[src/rtl/microwave_pkg.sv]
// ---------------------------------------------------------------------------
// microwave_pkg : shared types and helpers for the microwave control blocks
// Rev 1.0
// ---------------------------------------------------------------------------
`default_nettype none

package microwave_pkg;

  localparam int NUM_KEYS = 10;

  typedef enum logic [1:0] {
    IDLE         = 2'd0,
    PRESS_WAIT   = 2'd1,
    HELD         = 2'd2,
    RELEASE_WAIT = 2'd3
  } KEYPAD_STATE_T;

  function automatic logic [3:0] onehot_to_bin(input logic [NUM_KEYS-1:0] oh);
    logic [3:0] bin;
    bin = '0;
    for (int i = 0; i < NUM_KEYS; i++) begin
      if (oh[i]) bin = 4'(i);
    end
    return bin;
  endfunction

  function automatic logic is_onehot(input logic [NUM_KEYS-1:0] v);
    return (v != '0) && ((v & (v - NUM_KEYS'(1))) == '0);
  endfunction

  function automatic logic is_multihot(input logic [NUM_KEYS-1:0] v);
    return (v & (v - NUM_KEYS'(1))) != '0;
  endfunction

endpackage

`default_nettype wire

[src/rtl/sync_2ff.sv]
// ---------------------------------------------------------------------------
// sync_2ff : parameterized-width two-flop synchronizer, cleared by rst
// Rev 1.0
// ---------------------------------------------------------------------------
`default_nettype none

module sync_2ff #(
  parameter int WIDTH = 1
) (
  input  logic             clk,
  input  logic             rst,
  input  logic [WIDTH-1:0] d,
  output logic [WIDTH-1:0] q
);

  logic [WIDTH-1:0] meta_q;
  logic [WIDTH-1:0] sync_q;

  always_ff @(posedge clk) begin
    if (rst) begin
      meta_q <= '0;
      sync_q <= '0;
    end else begin
      meta_q <= d;
      sync_q <= meta_q;
    end
  end

  assign q = sync_q;

endmodule

`default_nettype wire

[src/rtl/keypad_debounce.sv]
// ---------------------------------------------------------------------------
// keypad_debounce : debounces digit buttons into one-hot single-cycle strokes
// Optional auto-repeat while held: define KEYPAD_AUTOREPEAT_EN.   Rev 1.0
// ---------------------------------------------------------------------------
`default_nettype none

module keypad_debounce
  import microwave_pkg::*;
#(
  parameter int DEBOUNCE_CYCLES = 20000,
  parameter int REPEAT_CYCLES   = 250000
) (
  input  logic       clk,
  input  logic       rst,
  input  logic [9:0] keys_raw,
  input  logic       lock,
  output logic [9:0] keypad,
  output logic       key_valid,
  output logic [3:0] key_code,
  output logic       multi_err
);

  localparam int CNT_MAX = (DEBOUNCE_CYCLES > REPEAT_CYCLES) ? DEBOUNCE_CYCLES : REPEAT_CYCLES;
  localparam int CNT_W   = (CNT_MAX > 2) ? $clog2(CNT_MAX) : 1;
  localparam logic [CNT_W-1:0] DB_LAST = CNT_W'(DEBOUNCE_CYCLES - 1);

  logic [NUM_KEYS-1:0] sync;

  sync_2ff #(.WIDTH(NUM_KEYS)) u_sync (
    .clk (clk),
    .rst (rst),
    .d   (keys_raw),
    .q   (sync)
  );

  KEYPAD_STATE_T       state_q, state_d;
  logic [CNT_W-1:0]    cnt_q, cnt_d;
  logic [NUM_KEYS-1:0] cap_q, cap_d;
  logic [NUM_KEYS-1:0] keypad_q, keypad_d;
  logic                key_valid_q, key_valid_d;
  logic [3:0]          key_code_q, key_code_d;
  logic                stroke;

  always_ff @(posedge clk) begin
    if (rst) begin
      state_q     <= IDLE;
      cnt_q       <= '0;
      cap_q       <= '0;
      keypad_q    <= '0;
      key_valid_q <= 1'b0;
      key_code_q  <= '0;
    end else begin
      state_q     <= state_d;
      cnt_q       <= cnt_d;
      cap_q       <= cap_d;
      keypad_q    <= keypad_d;
      key_valid_q <= key_valid_d;
      key_code_q  <= key_code_d;
    end
  end

  always_comb begin
    state_d     = state_q;
    cnt_d       = cnt_q;
    cap_d       = cap_q;
    keypad_d    = '0;
    key_valid_d = 1'b0;
    key_code_d  = key_code_q;
    stroke      = 1'b0;

    case (state_q)
      IDLE: begin
        if (is_onehot(sync)) begin
          cap_d   = sync;
          cnt_d   = '0;
          state_d = PRESS_WAIT;
        end
      end
      PRESS_WAIT: begin
        if (sync != cap_q) begin
          state_d = IDLE;
        end else if (cnt_q == DB_LAST) begin
          stroke  = 1'b1;
          cnt_d   = '0;
          state_d = HELD;
        end else begin
          cnt_d = cnt_q + CNT_W'(1);
        end
      end
      HELD: begin
        if (sync == '0) begin
          cnt_d   = '0;
          state_d = RELEASE_WAIT;
        end
`ifdef KEYPAD_AUTOREPEAT_EN
        else if (sync == cap_q) begin
          if (cnt_q == CNT_W'(REPEAT_CYCLES - 1)) begin
            stroke = 1'b1;
            cnt_d  = '0;
          end else begin
            cnt_d = cnt_q + CNT_W'(1);
          end
        end else begin
          cnt_d = '0;
        end
`endif
      end
      RELEASE_WAIT: begin
        // Any activity during release re-arms HELD, so no stroke can slip through.
        if (sync != '0) begin
          cnt_d   = '0;
          state_d = HELD;
        end else if (cnt_q == DB_LAST) begin
          state_d = IDLE;
        end else begin
          cnt_d = cnt_q + CNT_W'(1);
        end
      end
      default: state_d = IDLE;
    endcase

    // key_code tracks every accept; lock only suppresses the visible stroke.
    if (stroke) begin
      key_code_d = onehot_to_bin(cap_q);
      if (!lock) begin
        keypad_d    = cap_q;
        key_valid_d = 1'b1;
      end
    end
  end

  assign keypad    = keypad_q;
  assign key_valid = key_valid_q;
  assign key_code  = key_code_q;
  assign multi_err = is_multihot(sync);

endmodule

`default_nettype wire

[config.mk]
export PLATFORM = sky130hd
export DESIGN_NAME = keypad_debounce
export DESIGN_NICKNAME = d
export VERILOG_FILES = /design/src/rtl/microwave_pkg.sv /design/src/rtl/sync_2ff.sv /design/src/rtl/keypad_debounce.sv
export SDC_FILE = /design/constraint.sdc
export NUM_CORES = 1
export LEC_CHECK = 0
export BUFFER_PORTS_ARGS = -buffer_cell sky130_fd_sc_hd__clkbuf_2
export CORE_MARGIN = 2
export CORE_UTILIZATION = 40
export CTS_CLUSTER_SIZE = 16
export DETAILED_ROUTE_END_ITERATION = 16
export PLACE_DENSITY = 0.67
export SYNTH_ARGS = -nofsm -noshare
export SYNTH_HDL_FRONTEND = slang
export SYNTH_HIERARCHICAL = 1
export SYNTH_SLANG_ARGS = --single-unit
[constraint.sdc]
create_clock -name clk -period 2.67 [get_ports clk]
set_input_delay 0.534 -clock clk [delete_from_list [all_inputs] [get_ports clk]]
set_output_delay 0.534 -clock clk [all_outputs]
set_load 0.005 [all_outputs]
# Word level (Yosys, flattened, before mapping)
# Index checks and enable logic that the tools add are counted.
[op_classes] n_addsub=2 eq_ne=11 mux=27 bitwise=2 n_reduce_logical=11
[ops] cell="two-way mux 18 bit" count=6
[ops] cell="case mux 18 bit (4 select lines)" count=1
[ops] cell="two-way mux 4 bit" count=8
[ops] cell="zero test 10 bit" count=2
[ops] cell="nonzero test 10 bit" count=2
[ops] cell="adder 18 x 1 -> 18 bit, second input constant" count=1
[ops] cell="equality test 18 x 15 -> 1 bit, second input constant" count=1
[ops] cell="two-way mux 2 bit" count=6
[ops] cell="AND 10 bit" count=1
[ops] cell="inequality test 10 bit" count=1
[ops] cell="subtractor 10 x 1 -> 10 bit, second input constant" count=1
[ops] cell="inequality test 3 bit, second input constant" count=3
[ops] cell="case mux 2 bit (4 select lines)" count=1
[ops] cell="AND reduction 4 bit" count=2
[ops] cell="inequality test 2 bit, second input constant" count=3
[ops] cell="two-way mux 1 bit" count=5
[ops] cell="equality test 2 bit, second input constant" count=2
[ops] cell="OR reduction 3 bit" count=1
[ops] cell="equality test 2 x 1 -> 1 bit, second input constant" count=1
[ops] cell="zero test 2 bit" count=1
[ops] cell="AND reduction 2 bit" count=1
[ops] cell="OR reduction 2 bit" count=1
[ops] cell="logical AND 1 bit" count=1
[ops] cell="NOT 1 bit" count=1
[totals] reg_bits=65 inputBits=13 output_inout_bits=16 word_cells=61

# Depth between registers and ports, before layout
# Gate-level depths: netlist of the first run.
[depth] word_depth=9 mapped_depth=8 ltp_nobuf=7

# Hierarchy
# The synthesis of the first run kept the hierarchy.
[modules_own_cells] module="keypad_debounce" instances=1 cells_per_inst=270 area_each_um2=2377.3 seq_area_each_um2=900.9
[modules_own_cells] module="sync_2ff" instances=1 cells_per_inst=42 area_each_um2=618.1 seq_area_each_um2=400.4

# Worst setup path after synthesis of the first run
# No wires, ideal clock.
[synth_path] path_kind="reg-to-output" startpoint="register u_sync.sync_q[0], in the netlist u_sync/q[0]" endpoint="output multi_err" arrival_time_ns=1.479 required_ns=2.136 setup_slack_ns=0.657 stages_incl_launch_ff=7 path_buffers=0 cell_sequence="dfxtp_1 -> nor4_2 -> nand2_1 -> maj3_1 -> o21ai_0 -> o2bb2ai_1 -> nand3_1"
[synth_via] elab_chain_len=3
[synth_lines] item="start: declaration" line="sync_2ff.sv:17" text="logic [WIDTH-1:0] sync_q;"
[synth_lines] item="start signal: assignment" line="sync_2ff.sv:25" text="sync_q <= meta_q;"
[synth_lines] item="subtractor 10 x 1 -> 10 bit" line="microwave_pkg.sv:32" text="return (v & (v - NUM_KEYS'(1))) != '0;"
[synth_lines] item="AND 10 bit *" line="microwave_pkg.sv:32"
[synth_lines] item="nonzero test 10 bit *" line="microwave_pkg.sv:32"
[synth_lines] item="end: declaration" line="keypad_debounce.sv:20" text="output logic multi_err"
# Mark *: on every way between the ends. The rest lies on a longest branch, timed or not.

# Final worst setup path of the first run
[layout_path] startpoint="register u_sync.sync_q[1], in the netlist u_sync/q[1]" endpoint="output multi_err"
# The elaborated chain is that of the path after synthesis.

==> results of run 1 <==
## power breakdown
group | total [mW] | switching [mW] | internal, mW
Combinational | 0.262 | 0.149 | 0.113
Sequential | 1.02 | 0.0274 | 0.993
Clock | 0.774 | 0.404 | 0.371
Total | 2.06 | 0.580 | 1.48
## cells by family after synthesis
family / share of synthesized area [%]
compound gates: 14.6
xor+xnor: 3.76
fa+ha+maj: 1.09
buf+inv: 5.51
flops: 43.4
mux: 4.01
simple gates: 27.6
## flip-flops by register name, summed over array words and instances, names as in the netlist
register / cells
cnt_q: 18
keypad: 10
cap_q: 10
u_sync/q: 10
key_valid: 1
u_sync/meta_q: 10
state_q: 2
key_code: 4
## per-stage QoR
stage / area [µm²] / std cells / setup slack [ps] / total power, mW / util [%]
after floorplan: 3000 / 312 / 657 / 1.24 / -
after global placement: 3220 / 431 / 455 / 1.30 / 44.4
after detailed placement: 3220 / 431 / 406 / 1.30 / 44.4
after CTS: 3410 / 447 / 22.2 / 2.07 / 47.0
after global routing: 3420 / 448 / 9.63 / 2.16 / 47.2
final: 3420 / 448 / 180 / 2.06 / 47.2
## what timing repair did
| action | in CTS | in global routing |
|---|---|---|
| buffers inserted | 0 | 1 |
| gates resized for setup | 0 | 2 |
| setup endpoints to repair | 0 | 1 |
| hold endpoints to repair | 0 | 0 |
## worst paths after layout
check	end	slack [ps]	cells past startpoint
max reg2reg	cnt_q[14]	430	6
min reg2reg	u_sync/q[3]	440	1
min	u_sync/meta_q[1]	390	2
max	multi_err	180	7
## layer usage
metal	up-vias	wire length (µm)	part of all wire (%)	track usage, %
li1	1193	-	-	-
met1	1085	2990	51	21.3
met2	54	2490	43	21.9
met3	10	268	4.6	3.51
met4	0	111	1.9	7.95
met5	-	0	0	0
## area by class of cell
| class | count | share of cell area, % |
|---|---|---|
| clock buffer | 10 | 4.02 |
| clock inverter | 6 | 1.46 |
| inverter | 15 | 1.64 |
| multi-input combinational | 215 | 44.9 |
| sequential | 65 | 38.0 |
| tap | 99 | 3.62 |
| timing repair buffer | 38 | 6.29 |
## worst max-delay path, stage by stage (launching register included)
cell	delay [ps]
dfxtp_1	380
nor4_4	280
nand2_1	100
maj3_1	350
o21ai_0	160
o2bb2ai_1	130
nand3_1	90
clkbuf_2	120
## layout by cell type, fill, tap and decap left out, types with 4 or more instances in the layout
cell	instances
dfxtp_1	64
clkbuf_2	28
nor2_1	19
nand3_1	18
nand2_1	17
nor2b_2	16
inv_1	15
and2_1	13
mux2i_1	12
xor2_1	10
o211ai_1	10
clkbuf_8	10
buf_4	10
or3_1	9
a21oi_1	9
o31ai_1	7
o311ai_1	7
nor3_1	6
nand4_1	5
o21ai_0	4
nor4_1	4
nor2b_4	4
==> impl_metrics.py, run 1 <==
metrics = {
    "run_status": {
        "status": "complete, no violations",
    },
    "clocking": {
        "clkSlewWorstSetupHoldPaths_ps": 70,
        "cts_buffer_depth": 2,
        "cts_sinks": 65,
        "cts_max_level": 3,
        "ctsRootBufferMaster": "clkbuf_8",
        "clock_latency_ps": 350,
        "cts_made_buffers": 9,
        "postCtsHoldBufs": 0,
        "cts_tree": "yes",
    },
    "drt": {
        "drt-pass1-iter-count": 4,
        "drc": 0,
        "post_drt_wl_per_cell_um": 13.1,
        "num_vias": 2342,
        "vias_per_cell": 5.23,
        "drt-initial-drc-count": 164,
        "routed_wl_um": 5860,
        "antenna_left": 0,
    },
    "grt": {
        "grt_pass1_wl_um": 10200,
        "grt_pass1_vias": 2153,
        "antenna_found_initial": 0,
        "grt_overflow_total": 0,
        "grt_max_degree": 37,
        "gr-usage-all-layers_pct": 15.3,
    },
    "worst_setup_path": {
        "r2r_start": "u_sync/q[5]",
        "endpoint_kind": "output pin",
        "cp-startpoint": "u_sync/q[1]",
        "cp-start-kind": "flip-flop",
        "crit_required_ps": 2140,
        "crit_fanout": 5,
        "crit_arrival_ps": 1960,
        "critPathKind": "reg2out",
    },
    "layout": {
        "layout.nets": 358,
        "antenna_cells": 0,
        "drive_gt1_share_pct": 24.4,
        "area_growth_pct": 14.3,
        "multi_input_area_um2": 1540,
        "nFillCells": 695,
        "seq_area_um2": 1300,
    },
    "synthesis": {
        "yosysSeqAreaShare_pct": 43.4,
        "ys_top_cells_by_count": "65 x dfxtp_1, 19 x nor2_1, 18 x nand3_1",
        "netlist_top_cells_area": "dfxtp_1 43%, nor2b_2 4.7%, mux2i_1 4.0%",
        "synth.largest_area_cell": "dfxtp_1",
        "syn_inst": 312,
        "yosys_warnings": 6,
        "async_flop_share_pct": 0,
        "synth_top_area_share_pct": 43.4,
        "synth_nets": 326,
        "synth_area_um2": 3000,
        "synth_top_flop_cell": "dfxtp_1",
        "synth_edf_count": 0,
        "synthMostInstantiatedCell": "dfxtp_1",
        "ys_ff_latch": 65,
        "synth_cell_types": 56,
        "synth_area_per_cell_um2": 9.60,
    },
    "power": {
        "vdd_ir_drop_max_uv": 233,
        "powerDensity_nw_per_um2": 601,
        "leakagePower_nw": 1.35,
    },
    "die": {
        "coreArea_um2": 7250,
        "die_w_um": 90.5,
        "initial_utilization_pct": 41.3,
        "die_area_um2": 8200,
        "die_h_um": 90.5,
        "io_pins": 29,
        "rows": 31,
    },
    "sta": {
        "fin_skew_ps": 11.1,
        "fin_tns_setup_ps": 0,
        "report.final.hold_viol_count": 0,
        "fmax_ghz": 0.402,
        "slew_viol_final": 0,
        "period_share_pct": 93.3,
        "holdWs_ps": 391,
        "rsz0062_at_grt": "no",
        "relSlewSlack_pct": 63.9,
        "setup-violations-final": 0,
        "worst-slew-pin-transition_ps": 539,
        "layout_min_cycle_time_ps": 2490,
    },
    "placement": {
        "routabilityCongestion": 0.879,
        "place_hpwl_um": 4030,
        "io_buffers": 28,
    },
    "run": {
        "drv_cap": 0,
    },
    "min_path": {
        "hold_class": "in2reg",
        "min_from": "keys_raw[1]",
    },
}
Note: power is estimated with default switching activity, not from simulation.
==> inputs of run 2 (changes only) <==
--- a/config.mk
+++ b/config.mk
@@ -6,11 +6,13 @@
 export NUM_CORES = 1
 export LEC_CHECK = 0
 export BUFFER_PORTS_ARGS = -buffer_cell sky130_fd_sc_hd__clkbuf_2
+export CAP_MARGIN = 25
 export CORE_MARGIN = 2
 export CORE_UTILIZATION = 40
 export CTS_CLUSTER_SIZE = 16
 export DETAILED_ROUTE_END_ITERATION = 16
 export PLACE_DENSITY = 0.67
+export REMOVE_ABC_BUFFERS = 1
 export SYNTH_ARGS = -nofsm -noshare
 export SYNTH_HDL_FRONTEND = slang
 export SYNTH_HIERARCHICAL = 1
==> impl_metrics.py, run 2 (synthesis gave the netlist of run 1 again) <==
metrics = {
    "sta": {
        "relSlewSlack_pct": 49.7,
        "slew_viol_final": 0,
        "setup-violations-final": 0,
        "period_share_pct": 94.5,
        "fin_skew_ps": 13.4,
        "fin_tns_setup_ps": 0,
        "layout_min_cycle_time_ps": 2520,
        "rsz0062_at_grt": "no",
        "report.final.hold_viol_count": 0,
        "worst-slew-pin-transition_ps": 747,
        "fmax_ghz": 0.396,
    },
    "die": {
        "die_area_um2": 8200,
        "io_pins": 29,
        "initial_utilization_pct": 41.3,
        "coreArea_um2": 7250,
        "rows": 31,
        "die_w_um": 90.5,
        "die_h_um": 90.5,
    },
    "clocking": {
        "clock_latency_ps": 340,
        "cts_tree": "yes",
        "cts_made_buffers": 9,
        "cts_sinks": 65,
        "clkSlewWorstSetupHoldPaths_ps": 80,
        "ctsRootBufferMaster": "clkbuf_8",
        "cts_buffer_depth": 2,
        "postCtsHoldBufs": 0,
        "cts_max_level": 3,
    },
    "worst_setup_path": {
        "r2r_cells": 6,
        "crit_fanout": 5,
        "slowest_delay_ps": 380,
        "crit_family": "simple AND/OR/NAND/NOR gates",
        "crit_buf_inv": 1,
        "cp-start-kind": "flip-flop",
        "critPathSlowestCell": "dfxtp_1",
        "critPathKind": "reg2out",
        "crit_required_ps": 2140,
        "path_depth": 7,
        "crit_arrival_ps": 1990,
        "path_cells": "nor4_4 -> nand2_1 -> maj3_1 -> o21ai_0 -> o2bb2ai_1 -> nand3_1 -> clkbuf_2",
        "endpoint_kind": "output pin",
    },
    "placement": {
        "place_hpwl_um": 4360,
        "routabilityCongestion": 0.846,
        "io_buffers": 28,
        "placed_cells": 431,
    },
    "grt": {
        "use_met1_pct": 18.9,
        "grt_overflow_total": 0,
        "grt_use_met3_pct": 4.51,
        "antenna_found_initial": 0,
        "use_met2_pct": 25.8,
        "busiest_layer": "met2",
        "gr-usage-all-layers_pct": 15.9,
        "grt_max_degree": 37,
        "grt_pass1_wl_um": 10400,
        "grt_pass1_vias": 2278,
    },
    "layout": {
        "antenna_cells": 0,
        "final_cell_mix": "64 x dfxtp_1, 28 x clkbuf_2, 19 x nor2_1",
        "final_core_util_pct": 47.0,
        "drive_gt1_share_pct": 24.4,
        "multi_input_area_um2": 1540,
        "area_growth_pct": 13.9,
        "stdcell_count": 448,
        "layout.nets": 358,
        "layout_commonest_cell": "dfxtp_1",
        "nFillCells": 718,
        "largest_register_ffs": 18,
        "seq_area_um2": 1300,
        "regMostFlops": "cnt_q",
    },
    "drt": {
        "vias_per_cell": 5.35,
        "routed_wl_um": 6100,
        "drt-pass1-iter-count": 4,
        "antenna_left": 0,
        "num_vias": 2397,
        "drc": 0,
        "post_drt_wl_per_cell_um": 13.6,
        "drt-initial-drc-count": 120,
    },
    "power": {
        "vdd_ir_drop_max_uv": 369,
        "powerDensity_nw_per_um2": 596,
        "leakagePower_nw": 1.34,
    },
    "min_path": {
        "hold_class": "in2reg",
        "worst_hold_path.num_cells": 2,
    },
    "run": {
        "drv_cap": 0,
    },
    "run_status": {
        "status": "complete, no violations",
    },
}
run 2: changes by cell type in the layout (fill, tap and decap cells not counted), sizes merged:
cell	change
inv	+1
clkbuf	-1
run 2: path summary, 6_finish.rpt:
check | start | to | slack (ps)
hold reg to reg | u_sync/meta_q[8] | u_sync/q[8] | 440
setup / recovery | u_sync/q[1] | multi_err | 150
setup reg to reg | u_sync/q[1] | cnt_q[15] | 440
hold / removal | keys_raw[2] | u_sync/meta_q[2] | 390
run 2: timing repair:
action | 4_1_cts | 5_1_grt
endpoints found under the setup margin | 0 | 1
setup buffers | 0 | 1
resized for setup | 0 | 2
run 2: layer usage:
layer	routed length, µm	vias up	part of all wire [%]
met3	312	16	5.1
met2	2900	87	48
met4	171	0	2.8
li1	-	1188	-
met5	0	-	0
met1	2710	1106	44
run 2: final cells by class:
| class | instances | area share [%] |
|---|---|---|
| inverters | 15 | 1.65 |
| clock buffers | 9 | 3.63 |
| clock inverters | 7 | 1.50 |
| repair buffers | 38 | 6.31 |
| flip-flops and latches | 65 | 38.2 |
| multi-input cells | 215 | 45.1 |
| well taps | 99 | 3.63 |
run 2: power breakdown:
part	internal (mW)	leakage (nW)	total (mW)	switching (mW)
Clock	0.342	0.0864	0.746	0.404
Combinational	0.115	0.729	0.264	0.148
Sequential	0.993	0.529	1.02	0.0283
Total	1.45	1.34	2.03	0.580
run 2: worst reg2reg max path, delay by kind of cell, from the launching register on:
family | cells | cell delay, ps
and+or+nand+nor | 3 | 980
xor gates and xnor gates | 1 | 150
DFF | 1 | 460
AOI/OAI and AO/OA | 2 | 560
run 2: per-stage QoR:
step                hold slack [ps]  cell area, µm²  setup slack [ps]  power [mW]
detailed placement              425            3220               428        1.30
global placement                417            3220               457        1.30
finish                          394            3410               146        2.03
CTS                             379            3390              31.8        2.05
floorplan                       415            2890               418        1.21
global route                    379            3410              15.5        2.13
==> inputs of run 3 (changes only) <==
--- a/config.mk
+++ b/config.mk
@@ -13,6 +13,7 @@
 export DETAILED_ROUTE_END_ITERATION = 16
 export PLACE_DENSITY = 0.67
 export REMOVE_ABC_BUFFERS = 1
+export SETUP_SLACK_MARGIN = 0.4
 export SYNTH_ARGS = -nofsm -noshare
 export SYNTH_HDL_FRONTEND = slang
 export SYNTH_HIERARCHICAL = 1
==> impl_metrics.py, run 3 (synthesis gave the netlist of run 1 again) <==
metrics = {
    "power": {
        "power_mw": 2.06,
        "powerDensity_nw_per_um2": 587,
        "vdd_ir_drop_max_uv": 369,
        "leakagePower_nw": 1.37,
    },
    "placement": {
        "place_hpwl_um": 4360,
        "routabilityCongestion": 0.846,
        "placed_cells": 431,
        "io_buffers": 28,
        "post-place-ws_ps": 428,
        "detailed_place.area_um2": 3220,
    },
    "grt": {
        "gr-usage-all-layers_pct": 16.0,
        "grt_max_degree": 37,
        "busiest_layer": "met2",
        "grt_pass1_wl_um": 10500,
        "grt_pass1_vias": 2296,
        "grt_overflow_total": 0,
        "use_met1_pct": 18.9,
        "use_met2_pct": 26.1,
        "grt_use_met3_pct": 4.51,
        "antenna_found_initial": 0,
    },
    "sta": {
        "relSlewSlack_pct": 50.6,
        "finalWorstSetupSlack_ps": 279,
        "setup-violations-final": 0,
        "fin_tns_setup_ps": 0,
        "fmax_ghz": 0.418,
        "report.final.hold_viol_count": 0,
        "fin_skew_ps": 11.8,
        "holdWs_ps": 394,
        "layout_min_cycle_time_ps": 2390,
        "period_share_pct": 89.6,
        "worst-slew-pin-transition_ps": 734,
        "rsz0062_at_grt": "yes",
        "slew_viol_final": 0,
    },
    "worst_setup_path": {
        "r2r_end": "cnt_q[11]",
        "crit_arrival_ps": 1860,
        "cp-start-kind": "flip-flop",
        "r2r_slack_ps": 440,
        "slowest_delay_ps": 390,
        "critPathSlowestCell": "dfxtp_1",
        "critPathKind": "reg2out",
        "path_cells": "nor4_4 -> nand2_1 -> maj3_2 -> o21ai_1 -> o2bb2ai_1 -> nand3_1 -> clkbuf_2",
        "crit_fanout": 5,
        "r2r_cells": 8,
        "r2r_start": "u_sync/q[3]",
        "crit_required_ps": 2140,
        "endpoint_kind": "output pin",
    },
    "die": {
        "initial_utilization_pct": 41.3,
        "coreArea_um2": 7250,
        "rows": 31,
        "die_w_um": 90.5,
        "io_pins": 29,
        "die_area_um2": 8200,
        "die_h_um": 90.5,
    },
    "layout": {
        "largest_register_ffs": 18,
        "layout_commonest_cell": "dfxtp_1",
        "final_core_util_pct": 48.5,
        "regMostFlops": "cnt_q",
        "multi_input_area_um2": 1610,
        "area_growth_pct": 17.4,
        "nFillCells": 704,
        "stdcell_count": 450,
        "final_cell_mix": "60 x dfxtp_1, 28 x clkbuf_2, 19 x nor2_1",
        "drive_gt1_share_pct": 27.9,
        "fin_area_um2": 3520,
        "antenna_cells": 0,
        "layout.nets": 360,
        "seq_area_um2": 1310,
    },
    "run": {
        "drv_cap": 0,
    },
    "min_path": {
        "hold_class": "in2reg",
        "worst_hold_path.num_cells": 2,
        "hold_path_end": "u_sync/meta_q[2]",
        "min_from": "keys_raw[2]",
    },
    "clocking": {
        "ctsRootBufferMaster": "clkbuf_8",
        "cts_tree": "yes",
        "cts_max_level": 3,
        "clkSlewWorstSetupHoldPaths_ps": 80,
        "cts_buffer_depth": 2,
        "cts_sinks": 65,
        "cts_made_buffers": 9,
        "postCtsHoldBufs": 0,
        "clock_latency_ps": 340,
    },
    "drt": {
        "drc": 0,
        "drt-pass1-iter-count": 4,
        "vias_per_cell": 5.31,
        "post_drt_wl_per_cell_um": 14.0,
        "antenna_left": 0,
        "routed_wl_um": 6290,
        "num_vias": 2389,
        "drt-initial-drc-count": 117,
    },
    "run_status": {
        "status": "complete, no violations",
    },
}
## run 3: layout make-up
cell class | count | area share (%)
clock buffers | 9 | 3.52
multi-input cells | 215 | 45.9
repair buffers | 40 | 6.76
flip-flops and latches | 65 | 37.3
clock inverters | 7 | 1.46
well taps | 99 | 3.52
inverters | 15 | 1.60
## run 3: worst max path at each step
stage | from | end | cells past startpoint
3_5_place_dp | u_sync/q[0] | multi_err | 7
6_report | u_sync/q[2] | multi_err | 7
4_1_cts | u_sync/q[3] | multi_err | 7
2_1_floorplan | u_sync/q[0] | cnt_q[14] | 6
5_1_grt | u_sync/q[3] | multi_err | 7
3_3_place_gp | u_sync/q[0] | multi_err | 7
## run 3: timing repair
item / CTS / global route
pin swaps: 6 / 2
gates resized for setup: 6 / 16
endpoints found under the setup margin: 1 / 19
setup buffers: 2 / 0
gates cloned: 0 / 1
## run 3: worst max-delay path, delay by kind of cell, from the launching register on
kind / cells / cell delay, ps
AO/OA/AOI/OAI: 2 / 250
AND/OR/NAND/NOR: 3 / 460
buffers and inverters: 1 / 120
adder cells (fa/ha/maj): 1 / 290
flip-flops: 1 / 390
## run 3: power by group
group	internal [mW]	total, mW	leakage [nW]	switching [mW]
Combinational	0.133	0.297	0.755	0.165
Clock	0.342	0.744	0.0864	0.402
Sequential	0.993	1.02	0.531	0.0293
Total	1.47	2.06	1.37	0.596
## run 3: layer usage
layer  wire (µm)  up-vias
met5           0        -
met4         133        0
met3         353       10
met2        3110       73
met1        2700     1117
li1            -     1189
